`config.mk`:
```
export PLATFORM = sky130hd
export DESIGN_NAME = wash_timer
export DESIGN_NICKNAME = d
export VERILOG_FILES = /design/src/rtl/wash_pkg.sv /design/src/rtl/wash_timer_prescaler.sv /design/src/rtl/wash_timer.sv
export SDC_FILE = /design/constraint.sdc
export NUM_CORES = 1
export LEC_CHECK = 0
export CAP_MARGIN = 25
export CORE_MARGIN = 4
export CORE_UTILIZATION = 30
export DETAILED_ROUTE_END_ITERATION = 8
export GPL_ROUTABILITY_DRIVEN = 1
export MAX_ROUTING_LAYER = met4
export PLACE_DENSITY_LB_ADDON = 0.15
export SETUP_SLACK_MARGIN = 0.05
export SLEW_MARGIN = 20
export SYNTH_ARGS = -nofsm -noshare
export SYNTH_HDL_FRONTEND = slang
export SYNTH_SLANG_ARGS = --single-unit
```
`constraint.sdc`:
```
create_clock -name clk -period 3.5 [get_ports clk]
set_clock_uncertainty 0.15 [all_clocks]
set_input_delay 1.05 -clock clk [delete_from_list [all_inputs] [get_ports clk]]
set_output_delay 1.05 -clock clk [all_outputs]
set_load 0.01 [all_outputs]
```
`src/rtl/wash_pkg.sv`:
```
// Shared types and program preset tables for the washer controller and its phase timer.
package wash_pkg;

   typedef enum logic [2:0] {
      T_IDLE      = 3'd0,
      T_WASH      = 3'd1,
      T_HOLD      = 3'd2,
      T_WASH_DONE = 3'd3,
      T_DRY       = 3'd4,
      T_DRY_DONE  = 3'd5
   } timer_state_t;

   // Durations are in timer ticks, indexed by the 2-bit program select.
   localparam int WASH_PRESET [4] = '{10, 20, 30, 45};
   localparam int DRY_PRESET  [4] = '{5, 10, 15, 20};

   typedef enum logic [2:0] {
      W_IDLE  = 3'd0,
      W_FILL  = 3'd1,
      W_WASH  = 3'd2,
      W_PAUSE = 3'd3,
      W_DRY   = 3'd4,
      W_DONE  = 3'd5
   } washer_state_t;

endpackage

```
`src/rtl/wash_timer_prescaler.sv`:
```
// Clock divider: emits a one-cycle tick on every TICK_DIV-th enabled cycle.
module tick_prescaler #(
   parameter int TICK_DIV = 1000
) (
   input  logic clk,
   input  logic reset,
   input  logic enable,
   input  logic clear,
   output logic tick
);

   localparam int PW = $clog2(TICK_DIV);
   localparam logic [PW-1:0] LAST = PW'(TICK_DIV - 1);

   logic [PW-1:0] count;

   assign tick = enable && (count == LAST);

   // Count only while enabled so a frozen phase resumes mid-tick without loss.
   always_ff @(posedge clk or negedge reset) begin
      if (!reset) begin
         count <= '0;
      end else if (clear) begin
         count <= '0;
      end else if (enable) begin
         count <= tick ? '0 : count + PW'(1);
      end
   end

endmodule

```
`src/rtl/wash_timer.sv`:
```
// Wash/dry phase timer: counts down per-program durations and raises the
// registered completion strobes consumed by the washer control FSM.
module wash_timer
   import wash_pkg::*;
#(
   parameter int TICK_DIV = 1000,
   parameter int CNT_W    = 8
) (
   input  logic             clk,
   input  logic             reset,
   input  logic [1:0]       prog,
   input  logic             clear,
   input  logic             water_pump,
   input  logic             drying_fan,
   input  logic             paused,
   output logic             comp_time,
   output logic             comp_time2,
   output logic [CNT_W-1:0] remaining,
   output logic [2:0]       phase
);

   timer_state_t     state, next_state;
   logic [CNT_W-1:0] wash_cnt, dry_cnt;
   logic             wash_run, dry_run, presc_clr, tick;
   logic             comp_next, comp2_next;

   tick_prescaler #(.TICK_DIV(TICK_DIV)) u_prescaler (
      .clk    (clk),
      .reset  (reset),
      .enable (wash_run | dry_run),
      .clear  (presc_clr),
      .tick   (tick)
   );

   // Zero-count checks come before pause/gating so an elapsed phase always completes.
   always_comb begin
      next_state = state;
      wash_run   = 1'b0;
      dry_run    = 1'b0;
      presc_clr  = 1'b0;
      comp_next  = comp_time;
      comp2_next = comp_time2;
      if (clear) begin
         next_state = T_IDLE;
         presc_clr  = 1'b1;
         comp_next  = 1'b0;
         comp2_next = 1'b0;
      end else begin
         case (state)
            T_IDLE: begin
               if (water_pump) begin
                  next_state = T_WASH;
                  wash_run   = !paused;
               end else if (drying_fan) begin
                  next_state = T_DRY;
                  dry_run    = 1'b1;
               end
            end
            T_WASH: begin
               if (wash_cnt == '0) begin
                  comp_next  = 1'b1;
                  next_state = T_WASH_DONE;
               end else if (paused || !water_pump) begin
                  next_state = T_HOLD;
               end else begin
                  wash_run = 1'b1;
               end
            end
            T_HOLD: begin
               if (water_pump && !paused) begin
                  next_state = T_WASH;
                  wash_run   = 1'b1;
               end
            end
            T_WASH_DONE: begin
               if (drying_fan) begin
                  next_state = T_DRY;
                  presc_clr  = 1'b1;
                  comp_next  = 1'b0;
               end
            end
            T_DRY: begin
               if (dry_cnt == '0) begin
                  comp2_next = 1'b1;
                  next_state = T_DRY_DONE;
               end else if (drying_fan) begin
                  dry_run = 1'b1;
               end
            end
            T_DRY_DONE: ;
            default: next_state = T_IDLE;
         endcase
      end
   end

   // Presets are loaded only on clear, which is what latches the program.
   always_ff @(posedge clk or negedge reset) begin
      if (!reset) begin
         state      <= T_IDLE;
         wash_cnt   <= CNT_W'(WASH_PRESET[0]);
         dry_cnt    <= CNT_W'(DRY_PRESET[0]);
         comp_time  <= 1'b0;
         comp_time2 <= 1'b0;
      end else begin
         state      <= next_state;
         comp_time  <= comp_next;
         comp_time2 <= comp2_next;
         if (clear) begin
            wash_cnt <= CNT_W'(WASH_PRESET[prog]);
            dry_cnt  <= CNT_W'(DRY_PRESET[prog]);
         end else begin
            if (wash_run && tick && wash_cnt != '0)
               wash_cnt <= wash_cnt - CNT_W'(1);
            if (dry_run && tick && dry_cnt != '0)
               dry_cnt <= dry_cnt - CNT_W'(1);
         end
      end
   end

   always_comb begin
      remaining = '0;
      case (state)
         T_WASH, T_HOLD, T_WASH_DONE: remaining = wash_cnt;
         T_DRY, T_DRY_DONE:           remaining = dry_cnt;
         default:                     remaining = '0;
      endcase
   end

   assign phase = state;

endmodule

```
Yosys cells after proc, flatten, opt, wreduce, memory -nomap -nowiden
Index checks and enable logic that the tools add are counted.
{"block": "totals", "regBits": 31}
{"block": "op_classes", "bitwise_logic": 2, "addsub": 3, "n_eq_ne": 12, "reduce_logical": 25, "n_mux": 42, "n_lt_le_gt_ge": 1}
{"op": "$bmux 32 s2", "n": 2}
{"op": "$mux 8", "n": 8}
{"op": "$mux 10", "n": 3}
{"op": "$mux 3", "n": 7}
{"op": "$pmux 3 s6", "n": 1}
{"op": "$mux 1", "n": 17}
{"op": "$logic_not 8->1", "n": 2}
{"op": "$pmux 8 s2", "n": 1}
{"op": "$reduce_bool 8->1", "n": 2}
{"op": "$sub 8x1->8 const B", "n": 2}
{"op": "$ne 3x3->1 const B", "n": 4}
{"op": "$add 10x1->10 const B", "n": 1}
{"op": "$eq 10x10->1 const B", "n": 1}
{"op": "$reduce_bool 2->1", "n": 5}
{"op": "$eq 3x2->1 const B", "n": 2}
{"op": "$eq 3x3->1 const B", "n": 2}
{"op": "$logic_and 1x1->1", "n": 6}
{"op": "$ne 4x4->1 const B", "n": 1}
{"op": "$pmux 1 s2", "n": 2}
{"op": "$reduce_and 4->1", "n": 1}
{"op": "$eq 3x1->1 const B", "n": 1}
{"op": "$ge 3x3->1 const B", "n": 1}
{"op": "$logic_not 3->1", "n": 1}
{"op": "$not 2->3", "n": 1}
{"op": "10 further kinds", "n": 11}

Depth between registers and ports, before layout
Gate-level depths: netlist (run 1).
{"block": "logic_depth", "word_depth": 12, "depth_mapped": 8, "ltp_nobuf": 7}

By module
A second synthesis (run 1) with hierarchy kept.
{"block": "hier_totals", "cells_unflattened": 238, "hier_area_um2": 2162.1}
{"mod": "wash_timer", "seq_area_each_um2": 530.5, "area_each_um2": 1570.3, "instances": 1, "cells_per_inst": 176}
{"mod": "tick_prescaler", "seq_area_each_um2": 250.2, "area_each_um2": 591.8, "instances": 1, "cells_per_inst": 62}

Worst setup path after synthesis (run 1)
OpenSTA, ideal clock, no wires.
{"block": "synth_timing", "path_kind": "input to register", "start": "in water_pump", "end": "reg wash_cnt[6]", "path_slack_ps": 776, "path_stages": 6, "required_ps": 3272, "t_arrival_ps": 2495, "cell_sequence": "nor2b_1 -> o41ai_4 -> or3_4 -> buf_6 -> or4_1 -> a21oi_1"}
{"block": "synth_via", "elab_chain_cells": 11, "word_cells_on_any_way": 17, "cone_classes": "mux (9); bitwise (1); reduce/logical (7)"}
{"item": "start: declaration", "line": "wash_timer.sv:13", "source": "input logic water_pump,"}
{"item": "$logic_not 1->1", "line": "wash_timer.sv:63", "source": "end else if (paused || !water_pump) begin"}
{"item": "$logic_or 1x1->1", "line": "wash_timer.sv:63"}
{"item": "$mux 1", "line": "wash_timer.sv:63"}
{"item": "$mux 1", "line": "wash_timer.sv:60", "source": "if (wash_cnt == '0) begin"}
{"item": "$pmux 1 s3", "line": "wash_timer.sv:49", "source": "case (state)"}
{"item": "$mux 1", "line": "wash_timer.sv:43", "source": "if (clear) begin"}
{"item": "$or 1x1->1", "line": "wash_timer.sv:30", "source": ".enable (wash_run | dry_run),"}
{"item": "$logic_and 1x1->1", "line": "wash_timer_prescaler.sv:17", "source": "assign tick = enable && (count == LAST);"}
{"item": "$logic_and 1x1->1 (*) (2 in a row)", "line": "wash_timer.sv:112", "source": "if (wash_run && tick && wash_cnt != '0)"}
{"item": "$reduce_bool 2->1 (no source line) (*)"}
{"item": "end signal: assignment", "line": "wash_timer.sv:100", "source": "wash_cnt <= CNT_W'(WASH_PRESET[0]);"}
{"item": "end signal: assignment", "line": "wash_timer.sv:109", "source": "wash_cnt <= CNT_W'(WASH_PRESET[prog]);"}
{"item": "end signal: assignment", "line": "wash_timer.sv:113", "source": "wash_cnt <= wash_cnt - CNT_W'(1);"}
{"item": "end: declaration", "line": "wash_timer.sv:23", "source": "logic [CNT_W-1:0] wash_cnt, dry_cnt;"}
Mark *: on every way between the ends. The rest lies on a longest branch, timed or not.
A chain may end at the register's enable or synchronous reset.

Worst setup path in the final report (run 1)
{"block": "layout_timing", "start": "reg state[0] (netlist: phase[0])", "end": "out remaining[7]"}
{"block": "layout_via", "elab_chain_cells": 3, "word_cells_on_any_way": 8, "cone_classes": "eq/ne (5); mux (1); reduce/logical (2)"}
{"item": "start: declaration", "line": "wash_timer.sv:22", "source": "timer_state_t state, next_state;"}
{"item": "start signal: assignment", "line": "wash_timer.sv:105", "source": "state <= next_state;"}
{"item": "$eq 3x1->1, or another cell as far along", "line": "wash_timer.sv:122", "source": "case (state)"}
{"item": "$reduce_or 3->1 or $reduce_or 2->1 (tied branches)", "line": "wash_timer.sv:122"}
{"item": "$pmux 8 s2 (*)", "line": "wash_timer.sv:122"}
{"item": "end: declaration", "line": "wash_timer.sv:18", "source": "output logic [CNT_W-1:0] remaining,"}
Marked as above.

==> metrics list, run 1 <==
- Xor-xnor portion of the synthesized cell area: under 10%
* Post-route antenna net violation count: 0
- Of all cell types, the one taking the most synthesized area is sky130_fd_sc_hd__dfrtp_1.
* Weighted congestion reported at the end of routability-driven placement: a little over 0.8
- Buffers inserted during clock tree synthesis total 5.
* Leakage power: 0.00106 uW
- The worst pin sits at a relative slew slack of between 50 and 60%.
* Pins over their slew limit: 0
- For this run, the number of Yosys warnings is 0.
- Wire length of the first global-routing pass: roughly 8.6 mm
- Adder and majority cell fraction of the synthesized area: around 4.8%
* Die area: between 0.008 and 0.009 mm2
- Startpoint Class: register
- Counting flops with an async set or reset pin after synthesis yields a share of 100%.
- Standard cell with the maximum stage delay on the critical path: sky130_fd_sc_hd__clkdlybuf4s50_1
- The routed layout has around 1800 vias.
- For this configuration, the core starts out at a cell density of a little under a third.
* Crit Path Max Fanout: 8
* Net count after synthesis: between 200 and 250
- CP Data Required Time: roughly 2.3 ns
- The portion of synthesized area spent on multiplexers is 3.93%.
- Share of final-layout standard cells stronger than drive strength 1: 14.3%
- Counting flops and latches in the post-synthesis netlist gives 31.
* Area Growth Syn to Fin: 21.0%
* Floorplan Core Area: approximately 0.0065 mm2
- For the final routed database, the setup TNS stands at 0 ns.
- 1st-pass router iterations: 4
* Run status: finished, final reports clean
- Setup violations remaining at the end of the flow were counted as 0.
* Launching point of the worst reg2reg path: dry_cnt[1]
- Cell variety after synth: 61
- For hold timing, the worst endpoint is comp_time.
- The wire-length estimate of the detail-placed layout is 3.86 mm.
* Number of enable flip-flop cells after synthesis: 0
- The clock tree synthesis step divided the H-tree into 2 levels.
* Clk pin slew, worst setup/hold paths: approximately 0.070 ns
* Wire length after detailed routing: slightly above 5 mm
- Once the clock tree was built, the resizer swapped 0 gates to a different size.
* Worst Max-Slew Pin Slew: 0.604 ns
- Setup slack on the worst reg-to-reg path comes out at 0.90 ns.
- After synthesis, the largest family of logic cells by area is simple AND/OR/NAND/NOR gates.
* Hold path startpoint: comp_time
- Cell chain of the critical path: nor2_2, nor2_1, a22o_1, clkdlybuf4s50_1
* Avg Synthesized Cell Area: about 9.4 um2
- Of the available clock period, the critical path in the final layout requires between 90% and 100%.
- Leading register cell type out of synthesis: sky130_fd_sc_hd__dfrtp_1
- The worst-case IR drop observed on VDD is around 0.23 mV.
* Power Density: around 380 mW/mm2
- Worst skew pair latency: ~0.28 ns
* Number of cell rows: 29
* Via count of the first global-routing pass: around 1700
- CTS saw 31 sinks.
* Top cells by area, synth: sky130_fd_sc_hd__dfrtp_1 (33%), sky130_fd_sc_hd__dfstp_2 (5.1%), sky130_fd_sc_hd__ha_1 (4.8%)
- Minimum clock period after layout: about 3.2 ns
- Summing the areas of all and, or, nand and nor instances in the mapped netlist gives between 20% and 30% of the synthesized area.
- Summing all placed instances gives a cell area of 0.00241 mm2.
* Capture point of the worst reg-to-reg path: u_prescaler.count[2]
* Max cap viols: 0
- Dividing the detail-routed wire length by the instance count gives around 16 um.
- Input and output buffers added on the ports amount to 20.
* Number of buffers inserted by post-CTS setup repair: 0
- Worst R2R Path Depth: 7
* Number of instances in the synthesized netlist: between 200 and 250
- After routing the design area is approximately 0.0025 mm2.
- Overflow after GRT: 0
* Height of the die: between 90 and 100 um
* Arrival time reported for the critical path endpoint: 1.95 ns
- Setup repair after global routing left no endpoint under its margin.
* Count of hold-fix buffers inserted at cts: 0
* Top-area cell type share of the netlist area: roughly 33%
- Part of the Yosys area used for sequential elements: a little under two fifths
- Root Buffer: sky130_fd_sc_hd__clkbuf_8
- Boundary pin count: 21
- The number of hold-slack violations in the final timing report is 0.
- Clock tree from TritonCTS: built
* Chip Width: a little over 90 um
- Counting instances, the worst hold path has a depth of 1.
- STA classifies the critical path endpoint as a primary output.
* Maximum buffer depth of the clock tree: 2
- DRC violations left: 0
- On the worst path, the slowest cell contributes a delay of around 0.55 ns.
- GR Util All Layers: 13.1%
* Pin count of the biggest net entering global routing: 32
* Initial antenna violation count: 0
- Cell area after synthesis: roughly 0.0021 mm2
- The detailed router finished its first iteration with 90 violations.
- Summing the areas of all compound-gate instances in the mapped netlist gives approximately 23% of the synthesized area.
- The setup path with the least slack is of type register to primary output.
* Total inserted antenna cells: 0
- In the routed layout, each cell is associated on average with a via count of between 5 and 6.
- NumNets Final: about 270
- Worst hold path class: register to register
- Maximum achievable frequency: ~0.32 GHz
## power breakdown
group          internal [uW]  switching (uW)  leakage [uW]
registers                382            25.8      0.000405
logic                    114             129      0.000610
clock network            158             134     0.0000482
total                    655             289       0.00106
## worst max-delay path: cells and delay by family, from the launching register on
kind,cells,cell delay [ns]
AND/OR/NAND/NOR,2,0.48
AO/OA/AOI/OAI,1,0.24
buffers and inverters,1,0.55
flip-flops,1,0.40
## metal layers
layer,track usage [%],part of all wire (%),vias up
met2,20.3,46,22
met5,-,0,-
met3,2.56,2.6,6
met4,3.77,1.0,0
li1,-,-,889
met1,17.5,50,839
## registers in the layout, indices dropped and copies added, names as in the netlist
name	cells
u_prescaler.count	10
wash_cnt	8
comp_time2	1
dry_cnt	8
phase	3
comp_time	1
## cell families after synthesis
logic type,after synthesis
flops,31
fa+ha+maj,8
buf+inv,20
compound gates,65
mux,8
xor+xnor,4
simple gates,83
## stage by stage
| stage | worst slack, ns | total power, uW | util (%) | hold WS, ns | cells |
|---|---|---|---|---|---|
| 3_5_place_dp | 0.125 | 660 | 36.9 | 0.355 | 320 |
| 4_1_cts | 0.333 | 962 | 38.3 | 0.371 | 328 |
| 2_1_floorplan | 0.776 | 554 | - | 0.330 | 219 |
| 3_3_place_gp | 0.182 | 660 | 36.9 | 0.356 | 320 |
| 6_report | 0.346 | 944 | 38.3 | 0.360 | 328 |
| 5_1_grt | 0.229 | 1000 | 38.3 | 0.391 | 328 |
## area by class of cell
class	count	area, um2
multi-input combinational	168	1200
inverter	12	45.0
clock inverter	1	5.00
fill	657	4030
sequential	31	781
tap	77	96.3
clock buffer	7	86.3
timing repair buffer	32	290
## layout by cell type, fill, tap and decap left out, types with 2 or more instances in the layout
cell type	netlist	final
sky130_fd_sc_hd__dfrtp_1	27	27
sky130_fd_sc_hd__clkdlybuf4s50_1	0	20
sky130_fd_sc_hd__nor2_1	17	17
sky130_fd_sc_hd__nand2_1	14	14
sky130_fd_sc_hd__a21oi_1	14	14
sky130_fd_sc_hd__o21ai_0	12	12
sky130_fd_sc_hd__buf_4	1	12
sky130_fd_sc_hd__inv_1	11	11
sky130_fd_sc_hd__a22o_1	8	8
sky130_fd_sc_hd__ha_1	8	8
sky130_fd_sc_hd__or3_1	7	7
sky130_fd_sc_hd__mux2i_1	7	7
sky130_fd_sc_hd__a21o_1	6	6
sky130_fd_sc_hd__clkbuf_8	0	6
sky130_fd_sc_hd__or4_1	5	5
sky130_fd_sc_hd__nor2b_1	5	5
sky130_fd_sc_hd__nor3_1	4	4
sky130_fd_sc_hd__nand3_1	4	4
sky130_fd_sc_hd__o31ai_1	4	4
sky130_fd_sc_hd__dfstp_2	4	4
sky130_fd_sc_hd__and2_1	3	3
sky130_fd_sc_hd__nor4b_1	3	3
sky130_fd_sc_hd__xnor2_1	3	3
sky130_fd_sc_hd__nor4_1	3	3
sky130_fd_sc_hd__nand4_1	2	2
sky130_fd_sc_hd__nand4b_1	2	2
sky130_fd_sc_hd__or4b_1	2	2
sky130_fd_sc_hd__o211ai_1	2	2
sky130_fd_sc_hd__o21a_1	2	2
sky130_fd_sc_hd__and3_1	2	2
sky130_fd_sc_hd__o221ai_1	2	2
## how the worst max path moves through the flow
stage	from	end	cells after the start
4_1_cts	phase[0]	remaining[6]	4
2_1_floorplan	water_pump	wash_cnt[6]	6
6_report	phase[0]	remaining[7]	4
5_1_grt	phase[0]	remaining[7]	4
3_5_place_dp	water_pump	wash_cnt[7]	6
3_3_place_gp	water_pump	wash_cnt[7]	6
## cells in the mapped netlist (3+ instances only)
master and number:
sky130_fd_sc_hd__dfstp_2 4, sky130_fd_sc_hd__mux2i_1 7, sky130_fd_sc_hd__xnor2_1 3, sky130_fd_sc_hd__or4_1 5, sky130_fd_sc_hd__a21o_1 6, sky130_fd_sc_hd__nor3_1 4
sky130_fd_sc_hd__o21ai_0 12, sky130_fd_sc_hd__o31ai_1 4, sky130_fd_sc_hd__inv_1 11, sky130_fd_sc_hd__a21oi_1 14, sky130_fd_sc_hd__and2_1 3, sky130_fd_sc_hd__nand2_1 14
sky130_fd_sc_hd__nor4_1 3, sky130_fd_sc_hd__nand3_1 4, sky130_fd_sc_hd__a22o_1 8, sky130_fd_sc_hd__or3_1 7, sky130_fd_sc_hd__nor2_1 17, sky130_fd_sc_hd__nor2b_1 5
sky130_fd_sc_hd__dfrtp_1 27, sky130_fd_sc_hd__nor4b_1 3, sky130_fd_sc_hd__ha_1 8
No activity file was read; power rests on OpenSTA's default activity.
==> inputs of run 2 (changes only) <==
- ABC_CLOCK_PERIOD_IN_PS: not set -> 3500
- SETUP_SLACK_MARGIN: 0.05 -> 0.3
==> run 2 against run 1 <==
  * Die area is the same
  * Global-route usage is the same
  * Register-to-register slack is essentially flat
  * Count of clock-buffer cells in the layout is the same
  * Sequential cell count is the same
  * Critical endpoint unchanged
  * Utilization grew 0.077 points
  * Wire length is essentially flat
  * Design area grew 0.20%
  * Hold slack gained 0.00058 ns
  * Critical path type unchanged
  * First-iteration DRC count shrank 4.4%
  * Power grew 0.20%
==> metrics list, run 2 (synthesized netlist as in run 1, its figures left out) <==
- Count of buffers from port buffering: 20 (unchanged)
- Run status: finished, final reports clean
- The global router's overall resource usage was 13.1% (unchanged).
* Combined flip-flop and latch cell area: 781 um2 (unchanged)
* Registers with the most flip-flops: u_prescaler.count: 10 flops, dry_cnt: 8 flops, wash_cnt: 8 flops
* Critical Setup Path Class: register to primary output
- STA classifies the critical path endpoint as a primary output.
* Post-cts gate resize count: 0 (unchanged)
* Initial antenna violation count: 0 (unchanged)
- Leakage power: 0.00106 uW (about the same)
- Weighted congestion reported at the end of routability-driven placement: 0.820 (unchanged)
- The number of flip-flops in the largest register is 10 (unchanged).
- The number of detailed-routing iterations run before antenna repair is 4 (unchanged).
- The arrival time of the worst setup path came to 1.86 ns (-0.09 ns).
- From synthesis to final layout, the design area changed by 21.2%.
* Final setup violation count: 0 (unchanged)
- Number of fill cells in the layout: 658 (+0.15%)
* Minimum clock period after layout: 3.06 ns (-0.0903 ns)
- The footprint of the multi-input gates was 0.00120 mm2 (+0.42%).
- The overall power of the completed layout came to 946 uW (+0.20%).
- The placeable core area is 0.00653 mm2 (unchanged).
* Routed wirelength normalized by instance count: 15.8 um (about the same)
- The setup TNS is 0 ns (unchanged).
- The number of design-rule violations left by the first detailed-router iteration was 86 (-4.4%).
* CP Data Required Time: 2.30 ns (about the same)
* CTS buffer count: 5 (unchanged)
* DRC violations left: 0 (unchanged)
- Die area: 0.00828 mm2 (unchanged)
- Final cycle utilization of the critical path: 87.5% (-2.6 points)
- Height of the die: 91.0 um (unchanged)
- Vias per cell: 5.36 (about the same)
* Power Density: 377 mW/mm2 (about the same)
- Half-perimeter wire length of the detailed placement result: 3.86 mm (unchanged)
- The global-route wire length before repair is 8.56 mm (unchanged).
- Startpoint Class: register
- The number of max-capacitance violations reported was 0 (unchanged).
* Depth of the CTS H-tree: 2 (unchanged)
- Worst hold path class: register to register
- The number of buffers between clock root and the deepest sink is 2 (unchanged).
- The horizontal die dimension came to 91.0 um (unchanged).
- Number of sinks driven by the clock tree: 31 (unchanged)
- The number of nets with antenna violations after detailed routing was 0 (unchanged).
* Vias after detailed routing: 1757 (+0.057%)
- Clock tree from TritonCTS: built
- The final wirelength is 5.17 mm (about the same).
* Maximum achievable frequency: 0.326 GHz (+2.9%)
- The aggregate global routing overflow is 0 (unchanged).
- NumNets Final: 266 (unchanged)
- Pins over their slew limit: 0 (unchanged)
- Worst vdd rail ir drop: 0.234 mV (about the same)
- Top register by number of flip-flops: u_prescaler.count
- The library cell used most frequently in the layout, excluding fill and tap cells, is sky130_fd_sc_hd__dfrtp_1.
- The maximum number of pins on one net before global-route repair was 32 (unchanged).
- The transition time at the pin with the least slew margin came to 0.609 ns (+0.00510 ns).
* Cell Area, Placed: 0.00241 mm2 (unchanged)
- The effective utilization at floorplan was 31.6% (unchanged).
- The clock edge transition at the registers on the reported setup and hold paths came to 0.07 ns (about the same).
* Leading cell types in the layout, fill and taps excluded: sky130_fd_sc_hd__dfrtp_1 (27), sky130_fd_sc_hd__clkdlybuf4s50_1 (20), sky130_fd_sc_hd__nor2_1 (16)
- The number of primary I/O pins came to 21 (unchanged).
- Setup repair after global routing left no endpoint under its margin.
- The number of placement rows was 29 (unchanged).
- The number of diodes added for antenna fixing came to 0 (unchanged).
* Final hold vios: 0 (unchanged)
* Worst skew pair latency: 0.28 ns (about the same)
- The root buffer cell chosen for the clock tree is sky130_fd_sc_hd__clkbuf_8.
- Number of buffers inserted by post-CTS setup repair: 0 (unchanged)
- Via count of the first global-routing pass: 1715 (unchanged)
- The peak fanout along the critical path was 13 (+5).
- Share of final-layout standard cells stronger than drive strength 1: 15.1% (+0.80 points)
- The worst slew margin relative to its limit is 59.0% (-0.34 points).
- The total non-filler cell area in the finished layout came to 0.00251 mm2 (+0.20%).
* Count of hold-fix buffers inserted at cts: 0 (unchanged)
-- run 2: cell counts in the layout (fill, tap and decap cells not counted) --
No cell type changed its count.
-- run 2: metrics by stage --
step                hold WS [ns]  std cells  utilization [%]  setup WS (ns)
finish                     0.361        328             38.4          0.437
floorplan                  0.330        219                -          0.776
global route               0.391        328             38.4          0.372
global placement           0.356        320             36.9          0.182
detailed placement         0.355        320             36.9          0.125
CTS                        0.371        328             38.3          0.333
-- run 2: final cells by class --
cell class	count	area share [%]
clock buffers	7	3.44
clock inverters	1	0.200
inverters	12	1.80
multi-input cells	168	48.0
flip-flops and latches	31	31.2
well taps	77	3.84
repair buffers	32	11.6
-- run 2: path summary, 6_finish.rpt --
check / from / to / slack (ns) / cells after the start
worst max register to register: dry_cnt[1] / u_prescaler.count[2] / 0.90 / 7
max in group asynchronous: reset / dry_cnt[2] / 1.84 / 2
worst max-delay path: phase[1] / remaining[7] / 0.44 / 5
worst min-delay path: comp_time / comp_time / 0.36 / 1
worst min register to register: comp_time / comp_time / 0.36 / 1
min in group asynchronous: reset / u_prescaler.count[6] / 1.02 / 2
-- run 2: critical path, cell delays in order (launching register included) --
cell and delay [ns]:
sky130_fd_sc_hd__dfrtp_1 0.39, sky130_fd_sc_hd__buf_4 0.19, sky130_fd_sc_hd__nor2_1 0.11, sky130_fd_sc_hd__buf_4 0.16, sky130_fd_sc_hd__a22o_1 0.18, sky130_fd_sc_hd__clkdlybuf4s50_1 0.55
-- run 2: per-layer routing --
| layer | part of all wire, % | GRT usage (%) |
|---|---|---|
| met5 | 0 | - |
| met4 | 1.0 | 3.77 |
| met3 | 2.6 | 2.56 |
| met1 | 50 | 17.5 |
| met2 | 46 | 20.3 |
-- run 2: report_power, final --
part	switching [uW]	internal (uW)	total (uW)
Clock	134	158	292
Sequential	25.9	382	408
Combinational	130	115	245
Total	290	656	946
==> inputs of run 3 (changes only) <==
- CORE_UTILIZATION: 30 -> 57
==> run 3 against run 2 <==
  * Via count grew 6.9%
  * Register-to-register slack lost 0.08 ns
  * Die area decreased by 44%
  * Sequential share of layout area rose by 0.85 points
  * Global-route usage grew 13 points
  * Setup slack got worse by 0.053 ns
  * Design area is 2.5% lower
  * Largest power group unchanged
==> metrics list, run 3 (synthesized netlist as in run 1, its figures left out) <==
- The number of primary I/O pins came to 21 (unchanged).
- Rel. slew slack: 57.6% (-1.4 points)
* Number of DRC violations after detailed-routing iteration 0: 101 (+17%)
- DRC violations left: 0 (unchanged)
- The number of placement rows is 21 (-28%).
- Ranked by flip-flop count, first place goes to u_prescaler.count.
- Depth of the CTS H-tree: 2 (unchanged)
* Final cell area excluding filler cells: 0.00244 mm2 (-2.5%)
- Compared with the post-synthesis result, the final layout area differs by 18.2%.
* Routed wirelength normalized by instance count: 18.0 um (+14%)
- The number of buffers inserted during clock tree synthesis was 5 (unchanged).
- The hold buffer count at CTS is 0 (unchanged).
- The number of detailed-routing iterations run before antenna repair came to 4 (unchanged).
- The minimum clock period after layout is 3.12 ns (+0.0535 ns).
- The critical path buffer and inverter count was 2 (-1).
- Floorplan Core Area: 0.00342 mm2 (-48%)
* Height of the die: 68.2 um (-25%)
- CP Data Required Time: 2.30 ns (about the same)
- The largest registers in the layout are u_prescaler.count: 10 flops, dry_cnt: 8 flops, wash_cnt: 8 flops.
- The setup TNS was 0 ns (unchanged).
* Die area: 0.00465 mm2 (-44%)
* Maximum buffer depth of the clock tree: 2 (unchanged)
- The library cells used most frequently in the layout, excluding fill and tap cells, are sky130_fd_sc_hd__dfrtp_1 (26), sky130_fd_sc_hd__clkdlybuf4s50_1 (20), sky130_fd_sc_hd__nor2_1 (15).
* Leakage power: 0.00104 uW (-2.1%)
- Setup repair after global routing missed its margin: no
- The clock edge transition at the registers on the reported setup and hold paths was 0.09 ns (+0.02 ns).
- Initial antenna violation count: 0 (unchanged)
- The min-delay analysis places its worst path in the category register to register.
- Wire length of the first global-routing pass: 8.76 mm (+2.3%)
- The post-CTS setup buffer count was 0 (unchanged).
- Share of final-layout standard cells stronger than drive strength 1: 14.6% (-0.51 points)
- NumNets Final: 261 (-1.9%)
* Worst vdd rail ir drop: 0.305 mV (+31%)
* Half-perimeter wire length of the detailed placement result: 3.82 mm (-1.1%)
- Max reg flops: 10 (unchanged)
* Cell chain of the critical path: inv_1, nor2_4, a22o_1, clkdlybuf4s50_1
- The total via count in the routed design is 1878 (+6.9%).
- The period utilization is 89.0% (+1.5 points).
- Vias per cell: 6.43 (+20%)
* Pins over their slew limit: 0 (unchanged)
* Power Density: 393 mW/mm2 (+4.1%)
- Chip Width: 68.2 um (-25%)
- The number of diodes added for antenna fixing is 0 (unchanged).
- Final hold vios: 0 (unchanged)
- Standard cell with the maximum stage delay on the critical path: sky130_fd_sc_hd__clkdlybuf4s50_1
- Run status: finished, final reports clean
* Weighted congestion reported at the end of routability-driven placement: 0.872 (+6.4%)
- Critical Setup Path Class: register to primary output
- Cell Area, Placed: 0.00233 mm2 (-3.2%)
* Wire length after detailed routing: 5.24 mm (+1.4%)
* Crit Path Max Fanout: 8 (-5)
* Clock tree from TritonCTS: built
- Leaving out fill and tap cells, the most frequent cell in the layout is sky130_fd_sc_hd__dfrtp_1.
- STA classifies the critical path startpoint as a register.
- Family with the most delay on the worst path: buffers and inverters
* Effective utilization at floorplan: 60.5% (+29 points)
- Via count of the first global-routing pass: 1860 (+8.5%)
* Slowest Stage Delay on Critical Path: 0.55 ns (about the same)
- The number of I/O port buffers was 20 (unchanged).
* Overflow after GRT: 0 (unchanged)
* Max cap viols: 0 (unchanged)
- STA classifies the critical path endpoint as a primary output.
- Final setup violation count: 0 (unchanged)
- The timing-limited maximum frequency was 0.321 GHz (-1.7%).
* Root Buffer: sky130_fd_sc_hd__clkbuf_4
- Arrival time reported for the critical path endpoint: 1.92 ns (+0.06 ns)
- The maximum number of pins on one net before global-route repair came to 32 (unchanged).
- Number of sinks driven by the clock tree: 31 (unchanged)
- Post-route antenna net violation count: 0 (unchanged)
* Worst Max-Slew Pin Slew: 0.630 ns (+0.0213 ns)
- The clock latency at the later pin of the worst-skew pair came to 0.35 ns (+0.07 ns).
* GR Util All Layers: 26.5% (+13 points)
[run 3: cell count changes in the layout (fill, tap and decap cells not counted)]
cell / before / now
sky130_fd_sc_hd__buf_4: 12 / 7
sky130_fd_sc_hd__clkbuf_4: 0 / 5
sky130_fd_sc_hd__clkbuf_8: 6 / 1
sky130_fd_sc_hd__nor2_4: 0 / 3
sky130_fd_sc_hd__nor2_2: 2 / 0
sky130_fd_sc_hd__bufinv_16: 0 / 1
sky130_fd_sc_hd__clkbuf_1: 1 / 0
sky130_fd_sc_hd__dfrtp_1: 27 / 26
sky130_fd_sc_hd__dfrtp_2: 0 / 1
sky130_fd_sc_hd__nor2_1: 16 / 15
[run 3: where the power goes]
group | internal (uW) | switching, uW | total (uW)
clock network | 169 | 135 | 304
logic | 111 | 127 | 237
registers | 382 | 36.0 | 418
[run 3: final timing paths]
path | end | startpoint | depth (start not counted) | slack (ns)
min in group asynchronous | dry_cnt[5] | reset | 2 | 0.94
setup / recovery | remaining[5] | phase[2] | 4 | 0.38
hold / removal | comp_time | comp_time | 1 | 0.40
hold reg to reg | comp_time | comp_time | 1 | 0.40
setup reg to reg | u_prescaler.count[8] | dry_cnt[1] | 7 | 0.82
max in group asynchronous | wash_cnt[1] | reset | 2 | 1.94
[run 3: final cells by class]
| type | instances | area (um2) |
|---|---|---|
| inverters | 12 | 45.0 |
| well taps | 46 | 57.6 |
| repair buffers | 27 | 253 |
| flip-flops and latches | 31 | 782 |
| clock buffers | 6 | 51.3 |
| clock inverters | 2 | 35.0 |
| multi-input cells | 168 | 1220 |
| fillers | 265 | 972 |
[run 3: per-layer routing]
| layer | track usage (%) | up-vias | share of wire, % |
|---|---|---|---|
| li1 | - | 880 | - |
| met1 | 29.1 | 923 | 40 |
| met2 | 44.8 | 63 | 53 |
| met3 | 7.22 | 12 | 5.3 |
| met4 | 11.9 | 0 | 2.0 |
| met5 | - | - | 0 |
[run 3: stage by stage]
stage / hold slack [ns] / utilization [%] / instances / total power (uW) / setup slack (ns)
2_1_floorplan: 0.330 / - / 219 / 554 / 0.776
3_3_place_gp: 0.334 / 68.3 / 284 / 637 / 0.162
3_5_place_dp: 0.374 / 68.3 / 284 / 647 / 0.0620
4_1_cts: 0.397 / 71.0 / 292 / 952 / 0.318
5_1_grt: 0.420 / 71.5 / 292 / 1010 / 0.321
6_report: 0.397 / 71.5 / 292 / 959 / 0.383
[run 3: what timing repair did]
item | in CTS | in global routing
gates cloned | 0 | 0
gates resized for setup | 3 | 4
endpoints found under the setup margin | 8 | 9
